File: config.mk
export PLATFORM = sky130hd
export DESIGN_NAME = mem_bus_arbiter
export DESIGN_NICKNAME = d
export VERILOG_FILES = /design/src/rtl/mem_bus_arbiter.sv
export SDC_FILE = /design/constraint.sdc
export NUM_CORES = 1
export LEC_CHECK = 0
export CORE_ASPECT_RATIO = 0.8
export CORE_MARGIN = 5
export CORE_UTILIZATION = 58
export DETAILED_ROUTE_END_ITERATION = 7
export DONT_BUFFER_PORTS = 1
export GPL_TIMING_DRIVEN = 0
export PLACE_DENSITY = 0.8
export SYNTH_ARGS = -nofsm -noshare
export SYNTH_HDL_FRONTEND = slang
export SYNTH_SLANG_ARGS = --single-unit
File: constraint.sdc
create_clock -name clk -period 3.9 [get_ports clk]
set_input_delay 0.78 -clock clk [delete_from_list [all_inputs] [get_ports clk]]
set_output_delay 0.78 -clock clk [all_outputs]
set_load 0.05 [all_outputs]
File: src/rtl/mem_bus_arbiter.sv
// mem_bus_arbiter: shares one external memory port between the read-only
// instruction-fetch bus and the MEM-stage data bus. CPU-side level requests
// are turned into a registered req/ack handshake toward memory; read data
// and stall release go only to the master that owns the transaction.
//
// Optional build macro ARB_ROUND_ROBIN_EN: when both masters are pending,
// grant the one not served by the most recent transaction. Without it the
// data bus always wins (fetch may starve under back-to-back data traffic).
module mem_bus_arbiter #(
  parameter int ADDR_W = 32,
  parameter int DATA_W = 32
) (
  input  logic              clk,
  input  logic              rst_n,
  input  logic [ADDR_W-1:0] ib_address,
  input  logic              ib_read,
  output logic [DATA_W-1:0] ib_data_rd,
  output logic              ib_stall,
  input  logic [ADDR_W-1:0] db_address,
  input  logic              db_read,
  input  logic              db_write,
  input  logic [DATA_W-1:0] db_data_wr,
  input  logic [3:0]        db_mask,
  output logic [DATA_W-1:0] db_data_rd,
  output logic              db_stall,
  output logic              mem_req,
  output logic              mem_we,
  output logic [ADDR_W-1:0] mem_addr,
  output logic [DATA_W-1:0] mem_wdata,
  output logic [3:0]        mem_be,
  input  logic              mem_ack,
  input  logic [DATA_W-1:0] mem_rdata
);

  typedef enum logic [1:0] {
    S_IDLE = 2'd0,
    S_WAIT = 2'd1,
    S_RESP = 2'd2
  } state_t;

  typedef enum logic {
    OWN_I = 1'b0,
    OWN_D = 1'b1
  } own_t;

  // Clears the byte offset so memory always sees a word-aligned address.
  localparam logic [ADDR_W-1:0] WORD_MASK = {{(ADDR_W-2){1'b1}}, 2'b00};

  state_t state, state_nxt;
  own_t   own;

  logic              d_pend, i_pend, grant_any, grant_d;
  logic              sel_we;
  logic [ADDR_W-1:0] sel_addr;
  logic [DATA_W-1:0] sel_wdata;
  logic [3:0]        sel_be;

  assign d_pend    = db_read | db_write;
  assign i_pend    = ib_read;
  assign grant_any = d_pend | i_pend;

  // State register.
  // NOTE: sequential state uses non-blocking (<=) so every flop samples
  // pre-edge values; blocking here would create order-dependent races.
  always_ff @(posedge clk or negedge rst_n) begin
    if (!rst_n) begin
      state <= S_IDLE;
    end else begin
      state <= state_nxt;
    end
  end

  // Next-state logic: IDLE -> WAIT on any grant, WAIT -> RESP on ack,
  // RESP lasts exactly one cycle. mem_ack is ignored outside WAIT.
  // NOTE: state_nxt gets a default before the case so no path leaves it
  // unassigned, which would otherwise infer a latch.
  always_comb begin
    state_nxt = state;
    unique case (state)
      S_IDLE:  if (grant_any) state_nxt = S_WAIT;
      S_WAIT:  if (mem_ack)   state_nxt = S_RESP;
      S_RESP:                 state_nxt = S_IDLE;
      default:                state_nxt = S_IDLE;
    endcase
  end

  // Output logic: arbitration, request selection and per-master stall.
  always_comb begin
`ifdef ARB_ROUND_ROBIN_EN
    // On contention, hand the port to whoever was not served last.
    grant_d = d_pend & (~i_pend | (own == OWN_I));
`else
    // Fixed priority: the data bus always wins.
    grant_d = d_pend;
`endif
    if (grant_d) begin
      // Simultaneous read and write is treated as a write.
      sel_we    = db_write;
      sel_addr  = db_address & WORD_MASK;
      sel_wdata = db_data_wr;
      sel_be    = db_mask;
    end else begin
      sel_we    = 1'b0;
      sel_addr  = ib_address & WORD_MASK;
      sel_wdata = '0;
      sel_be    = 4'hF;
    end
    ib_stall = ib_read & ~((state == S_RESP) && (own == OWN_I));
    db_stall = d_pend  & ~((state == S_RESP) && (own == OWN_D));
  end

  // Memory-side request registers, owner and read-data capture.
  // NOTE: the read-data registers are reset too: they are architecturally
  // visible outputs and must come up as zero, not X.
  always_ff @(posedge clk or negedge rst_n) begin
    if (!rst_n) begin
      own        <= OWN_I;
      mem_req    <= 1'b0;
      mem_we     <= 1'b0;
      mem_addr   <= '0;
      mem_wdata  <= '0;
      mem_be     <= 4'h0;
      ib_data_rd <= '0;
      db_data_rd <= '0;
    end else begin
      if ((state == S_IDLE) && grant_any) begin
        own       <= grant_d ? OWN_D : OWN_I;
        mem_req   <= 1'b1;
        mem_we    <= sel_we;
        mem_addr  <= sel_addr;
        mem_wdata <= sel_wdata;
        mem_be    <= sel_be;
      end else if ((state == S_WAIT) && mem_ack) begin
        // Request fields stay put; only req drops. Writes leave read data alone.
        mem_req <= 1'b0;
        if (!mem_we) begin
          if (own == OWN_D) begin
            db_data_rd <= mem_rdata;
          end else begin
            ib_data_rd <= mem_rdata;
          end
        end
      end
    end
  end

endmodule
# Yosys cells after proc, flatten, opt, wreduce, memory -nomap -nowiden
# Index checks and enable logic that the tools add are counted.
[word_totals]
out_inout_bits = 136
in_bits = 138
reg_bits = 137
[op_classes]
n_mux = 10
eq_ne = 4
reduce_logical = 9
bitwise = 9
[op_table]
columns = ["op", "n"]
rows = [
  ["32-bit two-way mux", 2],
  ["4-bit AND reduction", 2],
  ["1-bit inverter", 5],
  ["1-bit logical AND", 4],
  ["1-bit two-way mux", 4],
  ["2-bit two-way mux", 2],
  ["4-bit two-way mux", 1],
  ["2-bit != test (second input constant)", 2],
  ["2-bit case mux with 2 select lines", 1],
  ["1-bit bitwise AND", 2],
  ["2-bit by 1-bit equality test with 1-bit output (second input constant)", 1],
  ["2-bit equality test (second input constant)", 1],
  ["2-bit zero test", 1],
  ["1-bit OR", 2],
  ["2-bit AND reduction", 1],
  ["2-bit nonzero test", 1],
]

# Longest topological paths before layout
# Gate-level depths: netlist (run 1).
[logic_depth]
depth_word = 5
depth_mapped = 6

# Least setup slack after synthesis (run 1)
# OpenSTA, ideal clock, no wires.
[synth_timing]
path_kind = "in2out"
from = "in db_read"
to = "out db_stall"
arrival_time_ns = 1.625
slack_ns = 1.495
cell_stages = 2
cell_sequence = "nor2_1 > a31oi_1"
[synth_between]
elab_chain_cells = 2
[synth_rtl]
columns = ["element", "line", "text"]
rows = [
  ["from (decl)", "20", "input logic db_read,"],
  ["1-bit OR", "58", "assign d_pend = db_read | db_write;"],
  ["1-bit bitwise AND", "109", "db_stall = d_pend & ~((state == S_RESP) && (own == OWN_D));"],
  ["to (decl)", "25", "output logic db_stall,"],
]
# No other way between the ends.

# Worst setup path after layout (run 1)
[layout_timing]
from = "reg state[1]"
to = "out db_stall"
[layout_between]
elab_chain_cells = 4
[layout_rtl]
columns = ["element", "line", "text"]
rows = [
  ["from (decl)", "49", "state_t state, state_nxt;"],
  ["from (signal assigned)", "69", "state <= state_nxt;"],
  ["2-bit equality test", "109", ""],
  ["1-bit logical AND", "109", ""],
  ["1-bit inverter", "109", ""],
  ["1-bit bitwise AND", "109", ""],
]
# No other way between the ends.

==> run summary, run 1 <==
## Outcome
- run status: finished, final reports clean

## Critical path
- worst r2r path cells: 3
- cell at the slowest stage of the critical path: sky130_fd_sc_hd__a31oi_1
- Setup crit start kind: flip-flop
- delay of the slowest cell on the worst path: 1.03 ns
- crit path capture type: output pin
- number of buffer and inverter instances along the worst setup path: 0
- required time at the worst-slack endpoint: 3.12 ns
- worst path arrival time: 1.85 ns
- critical-path cell list: a31oi_1
- endpoint of the lowest-slack register-to-register path: ib_data_rd[16]$_DFFE_PN0P_
- class of the most critical setup path: flip-flop to output pin
- r2r setup slk: 1.97 ns
- crit path max fanout: 6
- category of cells accounting for the largest share of critical-path delay: compound AO/OA/AOI/OAI gates
- startpoint of the worst register-to-register path: mem_we$_DFFE_PN0P_

## Placed design
- count of input and output buffers: 0
- half-perimeter wire length after placement: 9330 um
- routability congestion estimate from global placement: 0.726

## Synthesis
- cell area after synthesis: 5480 um^2
- EDFF count, synth: 0
- cells taking the most area after synthesis: sky130_fd_sc_hd__dfrtp_1, sky130_fd_sc_hd__mux2_2, sky130_fd_sc_hd__mux2_4, sky130_fd_sc_hd__a22o_1, sky130_fd_sc_hd__buf_2
- FF+latch count, synth: 135
- post-synthesis cell type count: 25
- Seq/Total Area, Yosys: 61.7%
- number of instances in the synthesized netlist: 339
- Avg Synthesized Cell Area: 16.2 um^2
- Synthesis Warnings: 0
- most frequent cells after synthesis: sky130_fd_sc_hd__dfrtp_1, sky130_fd_sc_hd__mux2_2, sky130_fd_sc_hd__a22o_1, sky130_fd_sc_hd__mux2_4, sky130_fd_sc_hd__buf_2
- portion of synthesized cell area occupied by the leading cell type: 61.7%
- post-synthesis cell type with the largest combined area: sky130_fd_sc_hd__dfrtp_1
- main flop type after synthesis: sky130_fd_sc_hd__dfrtp_1
- most frequent cell after synthesis: sky130_fd_sc_hd__dfrtp_1
- proportion of synthesized flip-flops having asynchronous set or reset: 100%

## STA
- achievable frequency: 0.381 GHz
- worst slew margin relative to its limit: 14.6%
- Setup-failing EPs final: 0
- Final Hold Violating Endpoints: 0
- post-route clock period utilization: 67.3%
- Slew @ Worst Pin: 1.28 ns
- final setup TNS: 0 ns
- Tmin final: 2.63 ns
- count of pins over their slew limit: 0
- clock skew after layout: 0.00855 ns
- setup repair after global routing missed its margin: no

## CTS
- Post-CTS Hold Fix Bufs: 0
- TritonCTS buffer count: 17
- H-Tree Depth: 4
- post-CTS setup-driven buffer insertion count: 0
- TritonCTS clock tree: done
- cell chosen for the clock root: sky130_fd_sc_hd__clkbuf_16
- post-CTS clock slew at the launch and capture registers of the worst setup and hold paths: 0.06 ns
- worst-case clock buffer depth: 2
- post-CTS resize count: 0
- number of clock sinks: 135
- Clk Latency, worst-skew pair: 0.39 ns

## GRT
- largest net degree at the start of global routing: 136
- via count of the first global-routing pass: 3,263
- GRT overflow: 0
- wire length of the first global-routing pass: 18,700 um
- number of antenna violations at the first check in global routing: 0
- Overall Global Routing Usage: 21.0%

## Flow run
- max capacitance violation total: 0

## Die
- effective utilization at floorplan: 59.8%
- die boundary height: 96.9 um
- die width: 119 um
- DIE AREA: 11,500 um^2
- placement row count: 31
- number of top-level pins: 274
- total core area: 9150 um^2

## Cells and area
- fraction of layout cells with a size suffix above 1: 46.8%
- layout overhead on the synthesized area: 14.3%
- Total Nets Final: 497
- diode insertion count for antenna repair: 0

## Drt
- router iterations before antenna repair: 4
- Detail Route Antenna Nets: 0
- average routed wire per standard cell: 25.3 um
- DRC violations left: 0
- routed via count: 2,920
- drt initial violations: 170
- final routed wirelength across all metal layers: 12,300 um
- via/cell ratio: 6.00

## Hold path
- hold crit path type: input port to asynchronous set/reset pin

==> how the worst max path moves through the flow <==
stage	start	end	slack [ns]	cells past startpoint
6_report	state[1]$_DFFE_PN0P_	db_stall	1.27	1
5_1_grt	state[0]$_DFFE_PN0P_	db_stall	1.24	2
4_1_cts	state[1]$_DFFE_PN0P_	db_stall	1.26	1
3_5_place_dp	db_read	db_stall	1.41	2
3_3_place_gp	db_read	db_stall	1.41	2
2_1_floorplan	db_read	db_stall	1.50	2
==> placed cells by master, fill, tap and decap left out, types with 2 or more instances in the layout <==
| master | count |
|---|---|
| sky130_fd_sc_hd__conb_1 | 2 |
| sky130_fd_sc_hd__dfrtp_1 | 135 |
| sky130_fd_sc_hd__mux2_2 | 93 |
| sky130_fd_sc_hd__inv_1 | 3 |
| sky130_fd_sc_hd__buf_2 | 12 |
| sky130_fd_sc_hd__mux2_1 | 2 |
| sky130_fd_sc_hd__clkinv_4 | 4 |
| sky130_fd_sc_hd__o22a_1 | 4 |
| sky130_fd_sc_hd__buf_4 | 2 |
| sky130_fd_sc_hd__bufinv_16 | 4 |
| sky130_fd_sc_hd__nor2_1 | 2 |
| sky130_fd_sc_hd__inv_6 | 3 |
| sky130_fd_sc_hd__nand2_1 | 3 |
| sky130_fd_sc_hd__mux2_4 | 30 |
| sky130_fd_sc_hd__buf_6 | 3 |
| sky130_fd_sc_hd__a22o_1 | 32 |
| sky130_fd_sc_hd__clkbuf_1 | 7 |
| sky130_fd_sc_hd__clkbuf_16 | 17 |
==> state kept, by name, summed over array words and instances (netlist names) <==
register,count
db_data_rd,32
ib_data_rd,32
mem_wdata,32
mem_addr,30
mem_be,4
state,2
mem_req,1
mem_we,1
own,1
==> layer usage <==
layer  vias up  GRT usage (%)  part of all wire, %
li1       1272              -                    -
met1      1472           22.6                   35
met2       170           37.4                   54
met3         6           9.74                   11
met4         0           5.34                 0.80
met5         -              0                    0
==> stage by stage <==
step	utilization [%]	setup WS [ns]	instances	instance area (um^2)	hold WS, ns
after floorplan	-	1.50	340	5480	0.484
after global placement	61.4	1.41	455	5620	0.487
after detailed placement	61.4	1.41	455	5620	0.487
after CTS	68.4	1.26	487	6260	0.0563
after global routing	68.4	1.24	487	6260	0.0516
final	68.4	1.27	487	6260	0.0751
==> final cells by class <==
| type | count | area [um^2] |
|---|---|---|
| clock inverter | 13 | 194 |
| fill | 628 | 2890 |
| sequential | 135 | 3380 |
| buffer | 23 | 131 |
| tap | 115 | 144 |
| multi-input combinational | 179 | 1960 |
| inverter | 3 | 11.3 |
| clock buffer | 19 | 443 |
==> kinds of logic after synthesis <==
family	share of synthesized area, %
AOI/OAI and AO/OA	6.60
buffers and inverters	2.60
DFF	61.7
muxes	27.8
other	0.0685
and+or+nand+nor	1.26
Power of run 1 is not shown: default switching activity piles up to over one toggle a cycle in this logic, so the estimate is an artifact.
==> run 2, diff against run 1 <==
--- a/config.mk
+++ b/config.mk
@@ -5,6 +5,7 @@
 export SDC_FILE = /design/constraint.sdc
 export NUM_CORES = 1
 export LEC_CHECK = 0
+export ABC_AREA = 1
 export CORE_ASPECT_RATIO = 0.8
 export CORE_MARGIN = 5
 export CORE_UTILIZATION = 58
==> constraint.sdc (replaced) <==
create_clock -name clk -period 2.65 [get_ports clk]
set_input_delay 0.53 -clock clk [delete_from_list [all_inputs] [get_ports clk]]
set_output_delay 0.53 -clock clk [all_outputs]
set_load 0.05 [all_outputs]
==> run summary, run 2 <==
## Synthesis
- main flop type after synthesis: sky130_fd_sc_hd__dfrtp_1
- cells taking the most area after synthesis: sky130_fd_sc_hd__dfrtp_1, sky130_fd_sc_hd__nand2_1, sky130_fd_sc_hd__nand3_1, sky130_fd_sc_hd__buf_4, sky130_fd_sc_hd__buf_2
- EDFF count, synth: 0, unchanged
- most frequent cells after synthesis: sky130_fd_sc_hd__nand2_1, sky130_fd_sc_hd__dfrtp_1, sky130_fd_sc_hd__nand3_1, sky130_fd_sc_hd__buf_2, sky130_fd_sc_hd__buf_4
- post-synthesis cell type with the largest combined area: sky130_fd_sc_hd__dfrtp_1
- proportion of synthesized flip-flops having asynchronous set or reset: 100%, unchanged
- number of instances in the synthesized netlist: 690, +100%
- Seq/Total Area, Yosys: 59.2%, -2.5 points
- cell area after synthesis: 5710 um^2, +4.2%
- portion of synthesized cell area occupied by the leading cell type: 59.2%, -2.5 points
- Avg Synthesized Cell Area: 8.27 um^2, -49%
- Synthesis Warnings: 0, unchanged
- FF+latch count, synth: 135, unchanged
- most frequent cell after synthesis: sky130_fd_sc_hd__nand2_1
- post-synthesis cell type count: 19, -24%

## CTS
- post-CTS clock slew at the launch and capture registers of the worst setup and hold paths: 0.06 ns, about the same
- number of clock sinks: 135, unchanged
- Clk Latency, worst-skew pair: 0.41 ns, +0.02 ns
- cell chosen for the clock root: sky130_fd_sc_hd__clkbuf_16
- post-CTS setup-driven buffer insertion count: 0, unchanged
- post-CTS resize count: 0, unchanged
- TritonCTS buffer count: 17, unchanged
- H-Tree Depth: 4, unchanged
- worst-case clock buffer depth: 2, unchanged
- TritonCTS clock tree: done

## Outcome
- violated checks: negative hold slack
- run status: complete, but fails checks

## Drt
- final routed wirelength across all metal layers: 15,700 um, +28%
- DRC violations left: 0, unchanged
- routed via count: 4,725, +62%
- via/cell ratio: 5.61, -6.4%
- drt initial violations: 387, +130%
- average routed wire per standard cell: 18.7 um, -26%
- router iterations before antenna repair: 5, +1
- Detail Route Antenna Nets: 0, unchanged

## Cells and area
- commonest non-fill, non-tap cell in the layout: sky130_fd_sc_hd__nand2_1
- largest registers: db_data_rd (32), ib_data_rd (32), mem_wdata (32)
- fraction of layout cells with a size suffix above 1: 10.2%, -37 points
- Total Nets Final: 848, +71%
- most used cells in the layout excluding fill and tap cells: sky130_fd_sc_hd__nand2_1, sky130_fd_sc_hd__dfrtp_1, sky130_fd_sc_hd__nand3_1, sky130_fd_sc_hd__buf_2, sky130_fd_sc_hd__clkbuf_16
- diode insertion count for antenna repair: 0, unchanged
- fillcell total: 797, +27%
- layout overhead on the synthesized area: 13.7%
- Final Instance Area: 6490 um^2, +3.7%

## STA
- achievable frequency: 0.480 GHz
- worst hold margin: -0.184 ns, -0.260 ns
- Tmin final: 2.08 ns
- final setup TNS: 0 ns, unchanged
- clock skew after layout: 0.0102 ns, +0.00161 ns
- setup repair after global routing missed its margin: no
- post-route clock period utilization: 78.7%
- count of pins over their slew limit: 0, unchanged
- Final Hold Violating Endpoints: 135, +135
- Slew @ Worst Pin: 0.641 ns, -0.635 ns
- worst slew margin relative to its limit: 57.3%, +43 points
- Setup-failing EPs final: 0, unchanged
- Worst Setup Slack, final: 0.565 ns, -0.709 ns

## Die
- die width: 121 um, +1.9%
- number of top-level pins: 274, unchanged
- DIE AREA: 11,900 um^2, +3.8%
- total core area: 9610 um^2, +5.0%
- placement row count: 32, +3.2%
- effective utilization at floorplan: 59.4%, -0.44 points
- die boundary height: 98.7 um, +1.9%

## GRT
- GRT overflow: 0, unchanged
- number of antenna violations at the first check in global routing: 0, unchanged
- largest net degree at the start of global routing: 136, unchanged
- Overall Global Routing Usage: 26.5%, +5.5 points
- wire length of the first global-routing pass: 24,800 um, +32%
- via count of the first global-routing pass: 4,668, +43%

## Critical path
- cell at the slowest stage of the critical path: sky130_fd_sc_hd__inv_1
- crit path capture type: output pin
- critical-path cell list: buf_2, inv_2, o21ai_0, inv_1
- crit path max fanout: 9, +3
- delay of the slowest cell on the worst path: 0.36 ns, -0.67 ns
- required time at the worst-slack endpoint: 2.12 ns, -1.00 ns
- Setup crit start kind: flip-flop
- worst path arrival time: 1.55 ns, -0.30 ns
- class of the most critical setup path: flip-flop to output pin

## Placed design
- instance area at placement: 5860 um^2, +4.2%
- half-perimeter wire length after placement: 11,400 um, +22%
- routability congestion estimate from global placement: 0.836, +15%
- count of input and output buffers: 0, unchanged
- Placement Setup Slack: 0.603 ns, -0.803 ns

## Hold path
- hold crit path type: input port to asynchronous set/reset pin

## Flow run
- max capacitance violation total: 0, unchanged

run 2: cell count changes after synthesis, sizes merged, moves of 4 or more:
cell / delta
a22o: -32
o21ai: +6
buf: +17
inv: +7
clkbuf: +4
mux2: -125
o22a: -4
nand3: +97
nand2: +382
nor2: +6
run 2: area by class of cell:
class / instances / area [um^2] / share of cell area (%)
buffer: 44 / 245 / 3.78
clock buffer: 20 / 457 / 7.04
clock inverter: 12 / 174 / 2.68
inverter: 10 / 37.5 / 0.578
multi-input combinational: 502 / 2050 / 31.6
sequential: 135 / 3380 / 52.1
tap: 119 / 149 / 2.29
run 2: worst paths after layout:
| path | start | endpoint | slack [ns] | depth (start not counted) |
|---|---|---|---|---|
| worst max-delay path | own$_DFFE_PN0P_ | db_stall | 0.57 | 4 |
| worst min-delay path | rst_n | mem_addr[16]$_DFFE_PN0P_ | -0.18 | 0 |
| worst max register to register | mem_we$_DFFE_PN0P_ | db_data_rd[29]$_DFFE_PN0P_ | 1.01 | 5 |
| worst min register to register | state[1]$_DFFE_PN0P_ | state[0]$_DFFE_PN0P_ | 0.57 | 1 |
| max in group asynchronous | rst_n | mem_wdata[2]$_DFFE_PN0P_ | 2.60 | 0 |
| min in group clk | mem_ack | state[0]$_DFFE_PN0P_ | 0.23 | 1 |
run 2: per-layer routing:
layer / global-route usage [%] / wire [um] / up-vias
met1: 31.5 / 5790 / 2213
met2: 43.3 / 7550 / 286
met4: 9.15 / 378 / 0
met3: 11.5 / 2010 / 37
met5: 0 / 0 / -
li1: - / - / 2189
run 2: logic make-up (layout without fill, tap and decap cells):
kind of cell           after synthesis  count (layout)  share of synthesized area [%]
DFF                                135             135                           59.2
and+or+nand+nor                    492             492                           35.0
AOI/OAI and AO/OA                    8               8                          0.746
other                                1               2                         0.0657
buffers and inverters               54              86                           4.96
run 2: worst max-delay path: cells and delay by family, from the launching register on:
kind | cells | cell delay, ns
buffers and inverters | 3 | 0.69
flip-flops | 1 | 0.35
AO/OA/AOI/OAI | 1 | 0.11
run 2: per-stage QoR:
stage,instances,utilization [%]
after floorplan,691,-
after global placement,810,61.0
after detailed placement,810,61.0
after CTS,842,67.5
after global routing,842,67.5
final,842,67.5
Power of run 2 is left out for the same reason.
